[src/rtl/ahb_burst_ctrl_if.sv]
// Signal bundle of the AHB burst sequencer: command port, write/read beat streams
// and the AHB-Lite master bus.
interface ahb_burst_ctrl_if #(
    parameter int ADDR_W = 32,
    parameter int DATA_W = 32
);
    logic              cmd_valid;
    logic              cmd_ready;
    logic              cmd_write;
    logic [ADDR_W-1:0] cmd_addr;
    logic [2:0]        cmd_size;
    logic [2:0]        cmd_burst;

    logic              wd_valid;
    logic              wd_ready;
    logic [DATA_W-1:0] wd_data;

    logic              rd_valid;
    logic [DATA_W-1:0] rd_data;

    logic              done;
    logic              err;

    logic              hreadyout;
    logic [1:0]        hresp;
    logic [DATA_W-1:0] hrdata;
    logic [ADDR_W-1:0] haddr;
    logic [DATA_W-1:0] hwdata;
    logic              hwrite;
    logic [2:0]        hsize;
    logic [2:0]        hburst;
    logic [1:0]        htrans;
    logic              hreadyin;

    modport master (
        input  cmd_valid, cmd_write, cmd_addr, cmd_size, cmd_burst,
        input  wd_valid, wd_data, hreadyout, hresp, hrdata,
        output cmd_ready, wd_ready, rd_valid, rd_data, done, err,
        output haddr, hwdata, hwrite, hsize, hburst, htrans, hreadyin
    );

    modport slave (
        output cmd_valid, cmd_write, cmd_addr, cmd_size, cmd_burst,
        output wd_valid, wd_data, hreadyout, hresp, hrdata,
        input  cmd_ready, wd_ready, rd_valid, rd_data, done, err,
        input  haddr, hwdata, hwrite, hsize, hburst, htrans, hreadyin
    );
endinterface

[src/rtl/ahb_burst_ctrl.sv]
// AHB-Lite master burst sequencer: one command at a time, INCR/WRAP address
// generation, BUSY insertion for late write data, wait states and ERROR cancellation.
module ahb_burst_ctrl #(
    parameter int ADDR_W = 32,
    parameter int DATA_W = 32
) (
    input logic              hclk,
    input logic              hreset,
    ahb_burst_ctrl_if.master bus
);

    typedef enum logic [1:0] {S_IDLE, S_ISSUE, S_LAST, S_ERR2} state_t;

    localparam logic [1:0] TR_IDLE    = 2'b00;
    localparam logic [1:0] TR_BUSY    = 2'b01;
    localparam logic [1:0] TR_NONSEQ  = 2'b10;
    localparam logic [1:0] TR_SEQ     = 2'b11;
    localparam logic [1:0] RESP_OKAY  = 2'b00;
    localparam logic [1:0] RESP_ERROR = 2'b01;

    state_t            state, state_nxt;
    logic [4:0]        beats_left;
    logic              vld_p1;
    logic [1:0]        htrans_c;
    logic              issue, first_beat, dp_ok, dp_err, is_wrap;
    logic [ADDR_W-1:0] incr, wrap_mask, addr_inc, addr_nxt, cmd_incr;
    logic [2:0]        cmd_hburst;

    function automatic logic [4:0] burst_beats(input logic [2:0] burst);
        case (burst[2:1])
            2'b01:   return 5'd4;
            2'b10:   return 5'd8;
            2'b11:   return 5'd16;
            default: return 5'd1;
        endcase
    endfunction

    assign is_wrap    = !bus.hburst[0] && (bus.hburst[2:1] != 2'b00);
    assign incr       = ADDR_W'(1) << bus.hsize;
    assign wrap_mask  = (ADDR_W'(burst_beats(bus.hburst)) << bus.hsize) - ADDR_W'(1);
    assign addr_inc   = bus.haddr + incr;
    assign addr_nxt   = is_wrap ? ((bus.haddr & ~wrap_mask) | (addr_inc & wrap_mask)) : addr_inc;
    assign first_beat = (beats_left == burst_beats(bus.hburst));
    assign issue      = (state == S_ISSUE) && (!bus.hwrite || bus.wd_valid) && bus.hreadyout;
    assign dp_ok      = vld_p1 && bus.hreadyout && (bus.hresp == RESP_OKAY);
    assign dp_err     = vld_p1 && !bus.hreadyout && (bus.hresp == RESP_ERROR);
    assign cmd_incr   = ADDR_W'(1) << bus.cmd_size;
    // Undefined-length INCR runs as a single beat and is reported on the bus as SINGLE.
    assign cmd_hburst = (bus.cmd_burst == 3'b001) ? 3'b000 : bus.cmd_burst;

    always_comb begin
        state_nxt = state;
        htrans_c  = TR_IDLE;
        case (state)
            S_IDLE: begin
                if (bus.cmd_valid) state_nxt = S_ISSUE;
            end
            S_ISSUE: begin
                if (bus.hwrite && !bus.wd_valid) htrans_c = first_beat ? TR_IDLE : TR_BUSY;
                else                             htrans_c = first_beat ? TR_NONSEQ : TR_SEQ;
                if (dp_err)                             state_nxt = S_ERR2;
                else if (issue && beats_left == 5'd1)   state_nxt = S_LAST;
            end
            S_LAST: begin
                if (dp_err)             state_nxt = S_ERR2;
                else if (bus.hreadyout) state_nxt = S_IDLE;
            end
            S_ERR2: begin
                if (bus.hreadyout) state_nxt = S_IDLE;
            end
            default: state_nxt = S_IDLE;
        endcase
    end

    assign bus.cmd_ready = (state == S_IDLE);
    assign bus.wd_ready  = (state == S_ISSUE) && bus.hwrite && bus.hreadyout;
    assign bus.htrans    = htrans_c;
    assign bus.hreadyin  = bus.hreadyout;

    // Address phase (p0) registers and data-phase occupancy (vld_p1).
    always_ff @(posedge hclk or posedge hreset) begin
        if (hreset) begin
            state        <= S_IDLE;
            beats_left   <= 5'd0;
            vld_p1       <= 1'b0;
            bus.haddr    <= {ADDR_W{1'b0}};
            bus.hwdata   <= {DATA_W{1'b0}};
            bus.hwrite   <= 1'b0;
            bus.hsize    <= 3'b000;
            bus.hburst   <= 3'b000;
            bus.rd_valid <= 1'b0;
            bus.rd_data  <= {DATA_W{1'b0}};
            bus.done     <= 1'b0;
            bus.err      <= 1'b0;
        end else begin
            state        <= state_nxt;
            bus.done     <= 1'b0;
            bus.err      <= 1'b0;
            bus.rd_valid <= 1'b0;

            if (state == S_IDLE && bus.cmd_valid) begin
                bus.haddr  <= bus.cmd_addr & ~(cmd_incr - ADDR_W'(1));
                bus.hwrite <= bus.cmd_write;
                bus.hsize  <= bus.cmd_size;
                bus.hburst <= cmd_hburst;
                beats_left <= burst_beats(cmd_hburst);
            end

            if (issue) begin
                beats_left <= beats_left - 5'd1;
                bus.haddr  <= addr_nxt;
                if (bus.hwrite) bus.hwdata <= bus.wd_data;
            end

            if (issue)              vld_p1 <= 1'b1;
            else if (bus.hreadyout) vld_p1 <= 1'b0;

            // Data phase (p1) completion feeds the read stream one cycle later.
            if (dp_ok && !bus.hwrite && state != S_ERR2) begin
                bus.rd_valid <= 1'b1;
                bus.rd_data  <= bus.hrdata;
            end

            if ((state == S_LAST || state == S_ERR2) && bus.hreadyout) bus.done <= 1'b1;
            if (bus.hreadyout && (state == S_ERR2 || (state == S_LAST && bus.hresp == RESP_ERROR)))
                bus.err <= 1'b1;
        end
    end

endmodule

[src/flat_wrapper.sv]
// flat-port wrapper written by rule: the top's interface ports become plain ports
module ahb_burst_ctrl_flat 
#(
    parameter int ADDR_W = 32,
    parameter int DATA_W = 32
)
  (hclk, hreset, bus_cmd_valid, bus_cmd_write, bus_cmd_addr, bus_cmd_size, bus_cmd_burst, bus_wd_valid, bus_wd_data, bus_hreadyout, bus_hresp, bus_hrdata, bus_cmd_ready, bus_wd_ready, bus_rd_valid, bus_rd_data, bus_done, bus_err, bus_haddr, bus_hwdata, bus_hwrite, bus_hsize, bus_hburst, bus_htrans, bus_hreadyin);
  ahb_burst_ctrl_if #(.ADDR_W(ADDR_W), .DATA_W(DATA_W)) bus_i ();
  input logic hclk;
  input logic hreset;
  input wire logic [$bits(bus_i.cmd_valid)-1:0] bus_cmd_valid;
  input wire logic [$bits(bus_i.cmd_write)-1:0] bus_cmd_write;
  input wire logic [$bits(bus_i.cmd_addr)-1:0] bus_cmd_addr;
  input wire logic [$bits(bus_i.cmd_size)-1:0] bus_cmd_size;
  input wire logic [$bits(bus_i.cmd_burst)-1:0] bus_cmd_burst;
  input wire logic [$bits(bus_i.wd_valid)-1:0] bus_wd_valid;
  input wire logic [$bits(bus_i.wd_data)-1:0] bus_wd_data;
  input wire logic [$bits(bus_i.hreadyout)-1:0] bus_hreadyout;
  input wire logic [$bits(bus_i.hresp)-1:0] bus_hresp;
  input wire logic [$bits(bus_i.hrdata)-1:0] bus_hrdata;
  output wire logic [$bits(bus_i.cmd_ready)-1:0] bus_cmd_ready;
  output wire logic [$bits(bus_i.wd_ready)-1:0] bus_wd_ready;
  output wire logic [$bits(bus_i.rd_valid)-1:0] bus_rd_valid;
  output wire logic [$bits(bus_i.rd_data)-1:0] bus_rd_data;
  output wire logic [$bits(bus_i.done)-1:0] bus_done;
  output wire logic [$bits(bus_i.err)-1:0] bus_err;
  output wire logic [$bits(bus_i.haddr)-1:0] bus_haddr;
  output wire logic [$bits(bus_i.hwdata)-1:0] bus_hwdata;
  output wire logic [$bits(bus_i.hwrite)-1:0] bus_hwrite;
  output wire logic [$bits(bus_i.hsize)-1:0] bus_hsize;
  output wire logic [$bits(bus_i.hburst)-1:0] bus_hburst;
  output wire logic [$bits(bus_i.htrans)-1:0] bus_htrans;
  output wire logic [$bits(bus_i.hreadyin)-1:0] bus_hreadyin;
  assign bus_i.cmd_valid = bus_cmd_valid;
  assign bus_i.cmd_write = bus_cmd_write;
  assign bus_i.cmd_addr = bus_cmd_addr;
  assign bus_i.cmd_size = bus_cmd_size;
  assign bus_i.cmd_burst = bus_cmd_burst;
  assign bus_i.wd_valid = bus_wd_valid;
  assign bus_i.wd_data = bus_wd_data;
  assign bus_i.hreadyout = bus_hreadyout;
  assign bus_i.hresp = bus_hresp;
  assign bus_i.hrdata = bus_hrdata;
  assign bus_cmd_ready = bus_i.cmd_ready;
  assign bus_wd_ready = bus_i.wd_ready;
  assign bus_rd_valid = bus_i.rd_valid;
  assign bus_rd_data = bus_i.rd_data;
  assign bus_done = bus_i.done;
  assign bus_err = bus_i.err;
  assign bus_haddr = bus_i.haddr;
  assign bus_hwdata = bus_i.hwdata;
  assign bus_hwrite = bus_i.hwrite;
  assign bus_hsize = bus_i.hsize;
  assign bus_hburst = bus_i.hburst;
  assign bus_htrans = bus_i.htrans;
  assign bus_hreadyin = bus_i.hreadyin;
  ahb_burst_ctrl #(.ADDR_W(ADDR_W), .DATA_W(DATA_W)) u_core (.hclk(hclk), .hreset(hreset), .bus(bus_i));
endmodule
[config.mk]
export PLATFORM = sky130hd
export DESIGN_NAME = ahb_burst_ctrl_flat
export DESIGN_NICKNAME = d
export VERILOG_FILES = /design/src/rtl/ahb_burst_ctrl_if.sv /design/src/rtl/ahb_burst_ctrl.sv /design/src/flat_wrapper.sv
export SDC_FILE = /design/constraint.sdc
export NUM_CORES = 1
export LEC_CHECK = 0
export CAP_MARGIN = 25
export CORE_MARGIN = 1
export CORE_UTILIZATION = 30
export CTS_BUF_LIST = sky130_fd_sc_hd__clkbuf_16
export CTS_CLUSTER_DIAMETER = 50
export DETAILED_ROUTE_END_ITERATION = 6
export GPL_TIMING_DRIVEN = 0
export PLACE_DENSITY = 0.66
export SLEW_MARGIN = 20
export SYNTH_ARGS = -nofsm -noshare
export SYNTH_HDL_FRONTEND = slang
export SYNTH_SLANG_ARGS = --single-unit
[constraint.sdc]
create_clock -name hclk -period 4.81 [get_ports hclk]
set_input_delay 1.2025 -clock hclk [delete_from_list [all_inputs] [get_ports hclk]]
set_output_delay 1.2025 -clock hclk [all_outputs]
set_load 0.02 [all_outputs]
==> results.sh <==
export IMPL_status="completed"
export IMPL_dr_total_vias=5807
export IMPL_worstSkewPairLatency_ns=0.42
export IMPL_p_comb_share_pct=52.3
export IMPL_synth_cell_types=63
export IMPL_place_inst=1135
export IMPL_p_per_area_mw_per_mm2=695
export IMPL_drt_first_pass_iters=7
export IMPL_fin_ws_ns=0.697
export IMPL_seq_area_frac_synth_pct=47.5
export IMPL_cts_buffers_inserted=17
export IMPL_crit_type="in -> out"
export IMPL_grt_pass1_wl_um=31000
export IMPL_synth_fp_nets=773
export IMPL_r2r_start="u_core.bus.hsize[0]"
export IMPL_rows=51
export IMPL_fin_cells=1166
export IMPL_gp_congestion=0.923
export IMPL_antenna_cells=0
export IMPL_fill_cells=1935
export IMPL_tightest_slew_ns=0.904
export IMPL_synth_edf_count=0
export IMPL_power_frac_seq_pct=28.6
export IMPL_yosysTopAreaCellShare_pct=47.5
export IMPL_final_nets=1013
export IMPL_antenna_left=0
export IMPL_grt_max_degree=64
export IMPL_drt_iter0_drc=409
export IMPL_cp_startpoint="bus_hreadyout"
export IMPL_ys_ff_latch=114
export IMPL_grt_usage_pct=19.7
export IMPL_startpoint_type="input port"
export IMPL_ios=221
export IMPL_finalCriticalPeriod_ns=4.11
export IMPL_design_area_sq_mm=0.00913
export IMPL_drc=0
export IMPL_cts_sinks=114
export IMPL_multi_input_area_sq_mm=0.00294
export IMPL_ys_warn_count=0
export IMPL_cts_htree_levels=4
export IMPL_drive_above_1_share_pct=8.21
export IMPL_synth_top_cells_by_count="149 x nand2_1, 114 x dfrtp_1, 48 x nor2_1"
export IMPL_wirelength_um=19600
export IMPL_syn_cell_area_sq_mm=0.00600
export IMPL_design_core_area_sq_mm=0.0195
export IMPL_clkTransAtPathRegs_ns=0.06
export IMPL_met2WireLength_um=9230
export IMPL_route_met3_wl_um=1710
export IMPL_final_util_pct=46.7
export IMPL_dp_hpwl_um=14400
export IMPL_fin_crit_sh_pct=85.5
export IMPL_hp_start="u_core.bus.rd_data[25]"
export IMPL_drv_slew=0
export IMPL_cap_violations=0
export IMPL_synth_area_leaders="dfrtp_1 48%, nand2_1 9.3%, mux2_2 6.0%"
export IMPL_area_delta_synth_final_pct=52.0
export IMPL_swShare_pct=42.7
export IMPL_met1_length_um=8330
export IMPL_initial_core_util_pct=30.7
export IMPL_antenna_found_initial=0
export IMPL_hold_viol_final=0
export IMPL_critPathRequiredTime_ns=3.61
export IMPL_hp_class="reg -> reg"
export IMPL_yosysMostFrequentCell="nand2_1"
export IMPL_p_leak_nw=3.86
export IMPL_synth_async_sr_flop_share_pct=100
export IMPL_ys_flop_type="dfrtp_1"
export IMPL_die_h_um=143
export IMPL_avgSynthCellArea_sq_um=9.25
export IMPL_tritoncts="built"
export IMPL_placed_area_sq_mm=0.00857
export IMPL_vias_per_cell=4.98
export IMPL_routedWlPerCell_um=16.8
export IMPL_p_int_mw=3.63
export IMPL_end_kind="output port"
export IMPL_portBuffers=220
export IMPL_ir_worst_vdd_uv=365
export IMPL_cts_hold_buffers=0
export IMPL_fmax_mhz=243
export IMPL_die_w_um=143
export IMPL_top_layer_used="met4"
export IMPL_rsz0062_at_grt="no"
export IMPL_register_area_sq_mm=0.00285
export IMPL_setup_violations=0
export IMPL_cp_max_fo=7
export IMPL_p_switching_mw=2.70
export IMPL_grt_pass1_vias=5929
export IMPL_postCtsSetupRepairBufs=0
export IMPL_root_buffer="clkbuf_16"
export IMPL_slew_headroom_pct=39.7
export IMPL_dieArea_sq_mm=0.0206
export IMPL_synth_area_leader_cell="dfrtp_1"
export IMPL_clockPowerShare_pct=19.1
export IMPL_worstPathArrival_ns=2.91
export IMPL_synth_cells=649
export IMPL_overflow=0
export IMPL_ctsResizeCount=0
export IMPL_dp_worst_setup_slack_ns=0.669
export IMPL_cts_buffer_depth=2
export IMPL_fin_worst_skew_ns=0.0115
==> kinds of logic (layout without fill, tap and decap cells) <==
logic type	Yosys count	after routing	synth area share [%]
and+or+nand+nor	289	289	22.4
DFF	114	114	47.5
AOI/OAI and AO/OA	129	129	14.5
xor gates and xnor gates	13	13	1.90
adders and majority gates	14	14	3.04
muxes	39	39	7.17
buffers and inverters	51	303	3.44
==> power groups by stage <==
stage / clock (mW) / combinational [mW] / sequential, mW
3_3_place_gp: 0 / 3.29 / 1.79
2_1_floorplan: 0 / 1.39 / 2.25
4_1_cts: 1.24 / 3.33 / 1.81
5_1_grt: 1.27 / 3.59 / 1.88
3_5_place_dp: 0 / 3.31 / 1.81
6_report: 1.21 / 3.32 / 1.81
==> stage by stage <==
step | hold slack (ns) | power [mW] | setup TNS, ns
CTS | 0.476 | 6.38 | 0
global placement | 0.458 | 5.09 | -170.15
finish | 0.471 | 6.34 | 0
global route | 0.494 | 6.75 | 0
floorplan | 0.477 | 3.64 | 0
detailed placement | 0.462 | 5.13 | 0
==> worst max-delay path: stages <==
cell and delay (ns):
clkdlybuf4s50_1 0.62, and3b_1 0.32, and2_1 0.15, clkdlybuf4s50_1 0.62
==> layer usage <==
layer  GRT usage [%]  vias to the layer above
li1                -                     2784
met1            23.9                     2736
met2            32.5                      252
met3            6.50                       35
met4            7.17                        0
met5               0                        -
==> worst paths after layout <==
check | to | slack (ns) | cells past startpoint
hold / removal | u_core.bus.rd_data[25] | 0.47 | 2
hold reg to reg | u_core.bus.rd_data[25] | 0.47 | 2
max in group asynchronous | u_core.beats_left[4] | 2.90 | 3
setup reg to reg | register | 0.81 | 11
min in group asynchronous | u_core.bus.rd_data[4] | 1.21 | 2
setup / recovery | bus_wd_ready | 0.70 | 4
==> layout by cell type, fill, tap and decap left out, types with 5 or more instances in the layout <==
cell type,instances
xor2_1,5
nand2_1,149
nor3b_1,6
nand2b_1,5
nor2_1,48
mux2i_1,7
inv_1,16
nand4_1,6
ha_1,13
clkbuf_16,17
inv_6,5
xnor2_1,8
a311oi_1,7
a21oi_1,31
and3_1,9
mux2_2,32
a211oi_1,12
a31oi_1,6
and2_1,7
dfrtp_1,114
clkbuf_1,27
o21ai_0,27
nor3_1,14
nand3_1,13
nor4_1,8
clkdlybuf4s50_1,220
==> cell type report <==
cell class	instances	share of cell area [%]
clock buffers	17	4.66
repair buffers	221	24.4
plain buffers	34	1.56
clock inverters	14	1.44
multi-input cells	484	32.3
inverters	17	0.754
well taps	265	3.63
flip-flops and latches	114	31.3
Power figures use the tool's default switching activity.
